### config.mk
export PLATFORM = sky130hd
export DESIGN_NAME = inst_fetch_fifo_flat
export DESIGN_NICKNAME = d
export VERILOG_FILES = /design/src/rtl/inst_fetch_fifo_if.sv /design/src/rtl/inst_fetch_fifo.sv /design/src/flat_wrapper.sv
export SDC_FILE = /design/constraint.sdc
export NUM_CORES = 2
export LEC_CHECK = 0
export CAP_MARGIN = 0
export CORE_UTILIZATION = 35
export DETAILED_ROUTE_END_ITERATION = 8
export DONT_BUFFER_PORTS = 1
export GPL_ROUTABILITY_DRIVEN = 0
export PLACE_DENSITY = 0.54
export SKIP_CTS_REPAIR_TIMING = 1
export SLEW_MARGIN = 20
export SYNTH_ARGS = -nofsm -noshare
export SYNTH_HDL_FRONTEND = slang
export SYNTH_SLANG_ARGS = --single-unit
### constraint.sdc
create_clock -name aclk -period 9.2 [get_ports aclk]
set_clock_uncertainty 0.15 [all_clocks]
set_input_delay 1.84 -clock aclk [delete_from_list [all_inputs] [get_ports aclk]]
set_output_delay 1.84 -clock aclk [all_outputs]
set_load 0.005 [all_outputs]
### src/rtl/inst_fetch_fifo_if.sv
// Fetch-to-decode instruction buffer bus: fetch push side, decode presentation side and back-end flush.
// The master modport is the buffer itself; the slave modport is the surrounding pipeline.
interface inst_fetch_fifo_if;
  logic        flush;

  logic        if_readygo;
  logic        if_allowin;
  logic [1:0]  if_valid;
  logic [31:0] if_pc0;
  logic [31:0] if_pc1;
  logic [31:0] if_inst0;
  logic [31:0] if_inst1;
  logic [1:0]  if_excp;
  logic [6:0]  if_exception0;
  logic [6:0]  if_exception1;
  logic [1:0]  if_priv;

  logic        id_readygo;
  logic        id_allowin;
  logic [31:0] fifo_id_pc0;
  logic [31:0] fifo_id_pc1;
  logic [31:0] fifo_id_inst0;
  logic [31:0] fifo_id_inst1;
  logic [31:0] fifo_id_badv;
  logic [1:0]  fifo_id_excp_flag;
  logic [6:0]  fifo_id_exception;
  logic [1:0]  fifo_id_priv_flag;

  modport master (
    input  flush, if_readygo, if_valid, if_pc0, if_pc1, if_inst0, if_inst1,
           if_excp, if_exception0, if_exception1, if_priv, id_allowin,
    output if_allowin, id_readygo, fifo_id_pc0, fifo_id_pc1, fifo_id_inst0,
           fifo_id_inst1, fifo_id_badv, fifo_id_excp_flag, fifo_id_exception,
           fifo_id_priv_flag
  );

  modport slave (
    output flush, if_readygo, if_valid, if_pc0, if_pc1, if_inst0, if_inst1,
           if_excp, if_exception0, if_exception1, if_priv, id_allowin,
    input  if_allowin, id_readygo, fifo_id_pc0, fifo_id_pc1, fifo_id_inst0,
           fifo_id_inst1, fifo_id_badv, fifo_id_excp_flag, fifo_id_exception,
           fifo_id_priv_flag
  );
endinterface

### src/rtl/inst_fetch_fifo.sv
// Instruction buffer between fetch and dual-issue decode: takes up to two instructions per cycle,
// presents up to two in order, issues priv/exception instructions alone with a NOP-padded slot1.
module inst_fetch_fifo #(
  parameter int unsigned DEPTH    = 8,
  parameter logic [31:0] NOP_INST = 32'h0340_0000
) (
  input logic               aclk,
  input logic               areset,
  inst_fetch_fifo_if.master bus
);
  localparam int unsigned AW = $clog2(DEPTH);

  typedef logic [AW-1:0] ptr_t;
  typedef logic [AW:0]   cnt_t;

  typedef struct packed {
    logic [31:0] pc;
    logic [31:0] inst;
    logic        excp;
    logic [6:0]  code;
    logic        priv;
  } entry_t;

  // Room for a full two-instruction packet is required, whatever decode does this cycle.
  localparam cnt_t ALLOW_MAX = cnt_t'(DEPTH - 2);

  entry_t     mem [DEPTH];
  ptr_t       head;
  ptr_t       tail;
  cnt_t       count;

  ptr_t       head_nx;
  entry_t     e0;
  entry_t     e1;
  entry_t     in0;
  entry_t     in1;
  logic       single;
  logic       do_push;
  logic       do_pop;
  logic [1:0] push_n;
  logic [1:0] pop_n;

  assign head_nx = head + ptr_t'(1);
  assign e0      = mem[head];
  assign e1      = mem[head_nx];

  assign in0 = '{pc: bus.if_pc0, inst: bus.if_inst0, excp: bus.if_excp[0],
                 code: bus.if_exception0, priv: bus.if_priv[0]};
  assign in1 = '{pc: bus.if_pc1, inst: bus.if_inst1, excp: bus.if_excp[1],
                 code: bus.if_exception1, priv: bus.if_priv[1]};

  assign bus.if_allowin = (count <= ALLOW_MAX) && !bus.flush;
  assign bus.id_readygo = (count != '0) && !bus.flush;

  assign single  = (count == cnt_t'(1)) || e0.priv || e0.excp || e1.priv;
  assign do_push = bus.if_readygo && bus.if_allowin;
  assign do_pop  = bus.id_readygo && bus.id_allowin;
  assign push_n  = do_push ? ({1'b0, bus.if_valid[0]} + {1'b0, bus.if_valid[1]}) : 2'd0;
  assign pop_n   = do_pop ? (single ? 2'd1 : 2'd2) : 2'd0;

  // NOTE: the storage array has no reset; only head/tail/count define which entries are live,
  // so clearing the data would cost flops and buy nothing.
  always_ff @(posedge aclk) begin
    if (do_push && (bus.if_valid != 2'b00)) begin
      mem[tail] <= bus.if_valid[0] ? in0 : in1;
      if (bus.if_valid == 2'b11) begin
        mem[tail + ptr_t'(1)] <= in1;
      end
    end
  end

  // NOTE: sequential state uses non-blocking assignments so every pointer samples pre-edge values.
  always_ff @(posedge aclk or posedge areset) begin
    if (areset) begin
      head  <= '0;
      tail  <= '0;
      count <= '0;
    end else if (bus.flush) begin
      head  <= '0;
      tail  <= '0;
      count <= '0;
    end else begin
      head  <= head + ptr_t'(pop_n);
      tail  <= tail + ptr_t'(push_n);
      count <= count + cnt_t'(push_n) - cnt_t'(pop_n);
    end
  end

  // NOTE: every output gets a default first so this block can never infer a latch.
  always_comb begin
    bus.fifo_id_pc0       = '0;
    bus.fifo_id_pc1       = '0;
    bus.fifo_id_inst0     = '0;
    bus.fifo_id_inst1     = '0;
    bus.fifo_id_badv      = '0;
    bus.fifo_id_excp_flag = '0;
    bus.fifo_id_exception = '0;
    bus.fifo_id_priv_flag = '0;
    if (bus.id_readygo) begin
      bus.fifo_id_pc0          = e0.pc;
      bus.fifo_id_inst0        = e0.inst;
      bus.fifo_id_excp_flag[0] = e0.excp;
      bus.fifo_id_priv_flag[0] = e0.priv;
      if (single) begin
        bus.fifo_id_pc1   = e0.pc + 32'd4;
        bus.fifo_id_inst1 = NOP_INST;
      end else begin
        bus.fifo_id_pc1          = e1.pc;
        bus.fifo_id_inst1        = e1.inst;
        bus.fifo_id_excp_flag[1] = e1.excp;
        bus.fifo_id_priv_flag[1] = e1.priv;
      end
      // The oldest excepting slot supplies badv and the code.
      if (e0.excp) begin
        bus.fifo_id_badv      = e0.pc;
        bus.fifo_id_exception = e0.code;
      end else if (!single && e1.excp) begin
        bus.fifo_id_badv      = e1.pc;
        bus.fifo_id_exception = e1.code;
      end
    end
  end
endmodule
### src/flat_wrapper.sv
// flat-port wrapper written by rule: the top's interface ports become plain ports
module inst_fetch_fifo_flat 
#(
  parameter int unsigned DEPTH    = 8,
  parameter logic [31:0] NOP_INST = 32'h0340_0000
)
  (aclk, areset, bus_flush, bus_if_readygo, bus_if_valid, bus_if_pc0, bus_if_pc1, bus_if_inst0, bus_if_inst1, bus_if_excp, bus_if_exception0, bus_if_exception1, bus_if_priv, bus_id_allowin, bus_if_allowin, bus_id_readygo, bus_fifo_id_pc0, bus_fifo_id_pc1, bus_fifo_id_inst0, bus_fifo_id_inst1, bus_fifo_id_badv, bus_fifo_id_excp_flag, bus_fifo_id_exception, bus_fifo_id_priv_flag);
  inst_fetch_fifo_if bus_i ();
  input logic aclk;
  input logic areset;
  input wire logic [$bits(bus_i.flush)-1:0] bus_flush;
  input wire logic [$bits(bus_i.if_readygo)-1:0] bus_if_readygo;
  input wire logic [$bits(bus_i.if_valid)-1:0] bus_if_valid;
  input wire logic [$bits(bus_i.if_pc0)-1:0] bus_if_pc0;
  input wire logic [$bits(bus_i.if_pc1)-1:0] bus_if_pc1;
  input wire logic [$bits(bus_i.if_inst0)-1:0] bus_if_inst0;
  input wire logic [$bits(bus_i.if_inst1)-1:0] bus_if_inst1;
  input wire logic [$bits(bus_i.if_excp)-1:0] bus_if_excp;
  input wire logic [$bits(bus_i.if_exception0)-1:0] bus_if_exception0;
  input wire logic [$bits(bus_i.if_exception1)-1:0] bus_if_exception1;
  input wire logic [$bits(bus_i.if_priv)-1:0] bus_if_priv;
  input wire logic [$bits(bus_i.id_allowin)-1:0] bus_id_allowin;
  output wire logic [$bits(bus_i.if_allowin)-1:0] bus_if_allowin;
  output wire logic [$bits(bus_i.id_readygo)-1:0] bus_id_readygo;
  output wire logic [$bits(bus_i.fifo_id_pc0)-1:0] bus_fifo_id_pc0;
  output wire logic [$bits(bus_i.fifo_id_pc1)-1:0] bus_fifo_id_pc1;
  output wire logic [$bits(bus_i.fifo_id_inst0)-1:0] bus_fifo_id_inst0;
  output wire logic [$bits(bus_i.fifo_id_inst1)-1:0] bus_fifo_id_inst1;
  output wire logic [$bits(bus_i.fifo_id_badv)-1:0] bus_fifo_id_badv;
  output wire logic [$bits(bus_i.fifo_id_excp_flag)-1:0] bus_fifo_id_excp_flag;
  output wire logic [$bits(bus_i.fifo_id_exception)-1:0] bus_fifo_id_exception;
  output wire logic [$bits(bus_i.fifo_id_priv_flag)-1:0] bus_fifo_id_priv_flag;
  assign bus_i.flush = bus_flush;
  assign bus_i.if_readygo = bus_if_readygo;
  assign bus_i.if_valid = bus_if_valid;
  assign bus_i.if_pc0 = bus_if_pc0;
  assign bus_i.if_pc1 = bus_if_pc1;
  assign bus_i.if_inst0 = bus_if_inst0;
  assign bus_i.if_inst1 = bus_if_inst1;
  assign bus_i.if_excp = bus_if_excp;
  assign bus_i.if_exception0 = bus_if_exception0;
  assign bus_i.if_exception1 = bus_if_exception1;
  assign bus_i.if_priv = bus_if_priv;
  assign bus_i.id_allowin = bus_id_allowin;
  assign bus_if_allowin = bus_i.if_allowin;
  assign bus_id_readygo = bus_i.id_readygo;
  assign bus_fifo_id_pc0 = bus_i.fifo_id_pc0;
  assign bus_fifo_id_pc1 = bus_i.fifo_id_pc1;
  assign bus_fifo_id_inst0 = bus_i.fifo_id_inst0;
  assign bus_fifo_id_inst1 = bus_i.fifo_id_inst1;
  assign bus_fifo_id_badv = bus_i.fifo_id_badv;
  assign bus_fifo_id_excp_flag = bus_i.fifo_id_excp_flag;
  assign bus_fifo_id_exception = bus_i.fifo_id_exception;
  assign bus_fifo_id_priv_flag = bus_i.fifo_id_priv_flag;
  inst_fetch_fifo #(.DEPTH(DEPTH), .NOP_INST(NOP_INST)) u_core (.aclk(aclk), .areset(areset), .bus(bus_i));
endmodule
# [After elaboration in Yosys (flattened, before gate mapping)]
# Memory sizes are Yosys's and may differ from the RTL's.
# Index checks and enable logic that the tools add are counted.
[word_totals] ram_bits=584 mem_count=1 wordCells=56 register_bits=10
[mem_list] memory="u_core.mem" words=8 word_bits=73 rd=2 rd_ports_with_merged_regs=0 write_ports=2 line_no="inst_fetch_fifo.sv:27" source="entry_t mem [DEPTH];"
[classes] reduce_logical=13 magnitude_cmp=1 addsub=8 mux=28 eq_ne=2
[ops] operator="32-bit two-way mux" count=9
[ops] operator="73-bit two-way mux" count=1
[ops] operator="32-bit by 3-bit adder with 32-bit output (second input constant)" count=1
[ops] operator="7-bit two-way mux" count=3
[ops] operator="2-bit two-way mux" count=5
[ops] operator="1-bit two-way mux" count=7
[ops] operator="3-bit by 1-bit adder with 3-bit output (second input constant)" count=2
[ops] operator="3-bit by 2-bit adder with 3-bit output" count=2
[ops] operator="1-bit logical AND" count=6
[ops] operator="3-bit two-way mux" count=2
[ops] operator="4-bit by 2-bit adder with 4-bit output" count=1
[ops] operator="4-bit by 1-bit equality test with 1-bit output (second input constant)" count=1
[ops] operator="4-bit by 3-bit less-or-equal comparator with 1-bit output (second input constant)" count=1
[ops] operator="4-bit two-way mux" count=1
[ops] operator="4-bit nonzero test" count=1
[ops] operator="4-bit by 2-bit subtractor with 4-bit output" count=1
[ops] operator="1-bit logical OR" count=3
[ops] operator="1-bit by 1-bit adder with 2-bit output" count=1
[ops] operator="2-bit equality test (second input constant)" count=1
[ops] operator="1-bit logical NOT" count=2
[ops] operator="2-bit nonzero test" count=1

# [Depth between registers and ports, before layout]
[logic_depth] ltp_word=9 mapped_depth=20

# [Worst setup path before layout]
# OpenSTA, ideal clock, no wires.
[synth_path] kind="input to register" from="in bus_if_valid[0]" to="mem u_core.mem[0][0] in the netlist's numbering (enable)" path_slack_ps=-298 t_required_ps=8438 setup_ps=612 path_buffers=2 t_arrival_ps=8736 cell_stages=6 path_cell_list="clkbuf_1 buf_1 inv_1 ha_1 or3_1 o31ai_1"
[synth_lines] element="start, declared" line_no="flat_wrapper.sv:13" source="input wire logic [$bits(bus_i.if_valid)-1:0] bus_if_valid;"
[synth_lines] element="end, declared" line_no="inst_fetch_fifo.sv:27"

# [Worst setup path in the final report]
[layout_path] from="reg u_core.head[1]" to="out bus_fifo_id_badv[5]"
[layout_between] elab_chain_cells=9 elab_cells_between_ends=10
[layout_rtl] element="start, declared" line_no="inst_fetch_fifo.sv:28" source="ptr_t head;"
[layout_rtl] element="start signal, assigned" line_no="inst_fetch_fifo.sv:83" source="head <= head + ptr_t'(pop_n);"
[layout_rtl] element="memory read 8 x 73 bit (*)"
[layout_rtl] element="1-bit logical OR (3 in a row)" line_no="inst_fetch_fifo.sv:55" source="assign single = (count == cnt_t'(1)) || e0.priv || e0.excp || e1.priv;"
[layout_rtl] element="1-bit logical NOT" line_no="inst_fetch_fifo.sv:117" source="end else if (!single && e1.excp) begin"
[layout_rtl] element="1-bit logical AND" line_no="inst_fetch_fifo.sv:117"
[layout_rtl] element="32-bit two-way mux" line_no="inst_fetch_fifo.sv:117"
[layout_rtl] element="32-bit two-way mux (*)" line_no="inst_fetch_fifo.sv:114" source="if (e0.excp) begin"
[layout_rtl] element="32-bit two-way mux (*)" line_no="inst_fetch_fifo.sv:99" source="if (bus.id_readygo) begin"
[layout_rtl] element="end, declared" line_no="flat_wrapper.sv:29" source="output wire logic [$bits(bus_i.fifo_id_badv)-1:0] bus_fifo_id_badv;"
# Mark *: on every way between the ends. The rest lies on a longest branch, timed or not.

==> impl_metrics.yaml <==
final_layout:
  drive_gt1_frac: 0.160
  mostFrequentLayoutCell: "nor2_1"
  syn2layout_area_growth_pct: 9.24
  nets: 3017
  fin_cells: 4253
  antenna_cells: 0
  final_cell_mix: "nor2_1, a21oi_1, edfxtp_1, mux4_2, mux2i_1"
clocking:
  clock-sinks: 594
  cts_htree_levels: 3
  cts_root_buf: "clkbuf_16"
  clk_latency_ps: 630
  cts_buffers: 72
  path_clk_slew_ps: 60
  cts_tree: "built"
  cts_buffer_depth: 3
logic_synthesis:
  synth_seq_area_share: 0.501
  yosys.area_share.simple: 0.0985
  netlist_area_sq_um: 35500
  synth_flop_cell: "edfxtp_1"
  synth_area_per_cell_sq_um: 11.7
  syn_inst: 3044
  synth_nets: 3214
  synth_fa_ha_area_frac: 0.00683
  yosysWarningCount: 0
  synth-seq-cells: 594
  synth_edf_count: 584
  synth_compound_area_frac: 0.103
  synthArstFlopShare: 0.0168
  synth_top_area_frac: 0.494
  synth_top_area_cell: "edfxtp_1"
  synth_top_family_by_area: "multiplexers"
  synth_area_leaders: "edfxtp_1, mux4_2, a21oi_1, nor2_1, mux2i_1"
  synth_xor_area_frac: 0.00761
  yosysUniqueCellTypes: 65
  synthMuxAreaShare: 0.240
die:
  die_w_um: 321
  core_area_sq_um: 100000
  die_area_sq_um: 103000
  die_h_um: 321
  initial_core_util: 0.354
  io_pins: 326
  rows: 116
worst_hold_path:
  hold_path_depth: 2
  hp-class: "flop to flop"
placed_design:
  dp_cells: 4130
  dpl.hpwl_mm: 71.3
  place_ws_ps: 2390
  port_buffers: 0
route:
  avgRoutedWirePerCell_um: 28.6
  firstDrtPassIters: 5
  drcViolationCount: 0
  dr_total_vias: 25300
  ant_nets: 0
  via_per_inst: 5.95
  routed_wl_mm: 122
  drt_iter0_drc: 2921
global_route:
  grt_start_max_net_pins: 92
  grt_pass1_vias: 24000
  grtUsageTotal: 0.232
  grt_pass1_wl_mm: 173
  gr-total-overflow: 0
  antenna_found_initial: 7
pwr:
  pwr-share-seq: 0.385
  power.internal_mw: 5.61
  leakage_nw: 12.4
  power.density_nw_per_um2: 209
  clkPwrFrac: 0.352
  switching_share: 0.308
  netSwitchingPower_mw: 2.49
  peakVddDrop_v: 0.000126
  pwr-share-comb: 0.263
sta:
  maxSlewHeadroom: 0.242
  fmax_mhz: 135
  hold_viol_final: 0
  fin_crit_sh: 0.808
  setup_ws_ps: 1770
  slew_viol_final: 0
  rsz0062_at_grt: "no"
  finalCriticalPeriod_ps: 7430
  final-setup-viol-count: 0
  tightest_slew_ps: 1110
critical_path:
  required_ps: 7210
  startpoint_type: "flop"
  critPathCaptureType: "output port"
  arrival_ps: 5440
  path_max_fanout: 58
  r2r_cells: 13
  path_class: "flop to output port"
run_status:
  status: "completed"
flow_run:
  timing.max_cap.violations: 0
per-layer routing:
metal,track usage,share of wire
met1,0.309,0.41
met2,0.372,0.47
met3,0.0586,0.094
met4,0.0686,0.028
met5,0,0.00073
cell usage after synthesis (14+ instances only):
master	number
buf_4	14
mux4_2	265
inv_1	21
nand3_1	14
buf_1	80
a21oi_1	626
xnor2_1	21
nand2_1	86
edfxtp_1	584
o22ai_1	46
buf_2	45
clkbuf_1	175
nor2_1	690
mux2i_1	191
mux4_1	21
cell families after synthesis:
kind of cell               after synthesis
AOI/OAI and AO/OA                      709
xor gates and xnor gates                30
adders and majority gates               17
buffers and inverters                  348
DFF                                    594
muxes                                  485
other                                    1
and+or+nand+nor                        860
final cells by class:
type,count,area (sq um)
fill,9507,61500
sequential,594,17800
multi-input combinational,2102,16500
clock buffer,90,1920
tap,1357,1700
timing repair buffer,55,470
clock inverter,33,362
inverter,22,82.6
flip-flops by register name (all words and copies together) (netlist names):
signal,flops
u_core.head,3
u_core.mem,584
u_core.count,4
u_core.tail,3
worst max-delay path, cell delays in order, from the launching register on:
cell,delay (ps)
dfrtp_4,860
buf_4,760
mux4_2,590
mux2i_1,370
o2111ai_4,160
buf_4,350
nor2_1,270
nand3_2,280
buf_4,410
o22ai_1,700
power by group through the flow:
| stage | registers, mW | logic, mW | clock network, mW |
|---|---|---|---|
| 2_1_floorplan | 3.15 | 1.61 | 0 |
| 3_3_place_gp | 3.18 | 2.14 | 0 |
| 3_5_place_dp | 3.18 | 2.14 | 0 |
| 4_1_cts | 3.12 | 2.15 | 2.91 |
| 5_1_grt | 3.13 | 2.29 | 2.99 |
| 6_report | 3.12 | 2.13 | 2.85 |
path summary, 6_finish.rpt:
check	slack, ps	endpoint	startpoint
min in group asynchronous	940	u_core.count[2]	areset
min reg2reg	520	u_core.tail[2]	u_core.tail[2]
max in group asynchronous	7610	u_core.head[0]	areset
min	520	u_core.tail[2]	u_core.tail[2]
max reg2reg	3870	u_core.count[2]	u_core.head[1]
max	1770	bus_fifo_id_badv[5]	u_core.head[1]
metrics by stage:
stage	total power [mW]	hold slack (ps)	setup TNS, ps	util	instance area [sq um]
finish	8.11	518	0	0.387	38800
global route	8.41	588	0	0.387	38800
CTS	8.18	518	0	0.387	38800
detailed placement	5.33	509	0	0.364	36500
global placement	5.32	492	0	0.364	36500
floorplan	4.76	441	-8890	-	35500
Note: power is estimated with default switching activity, not from simulation.
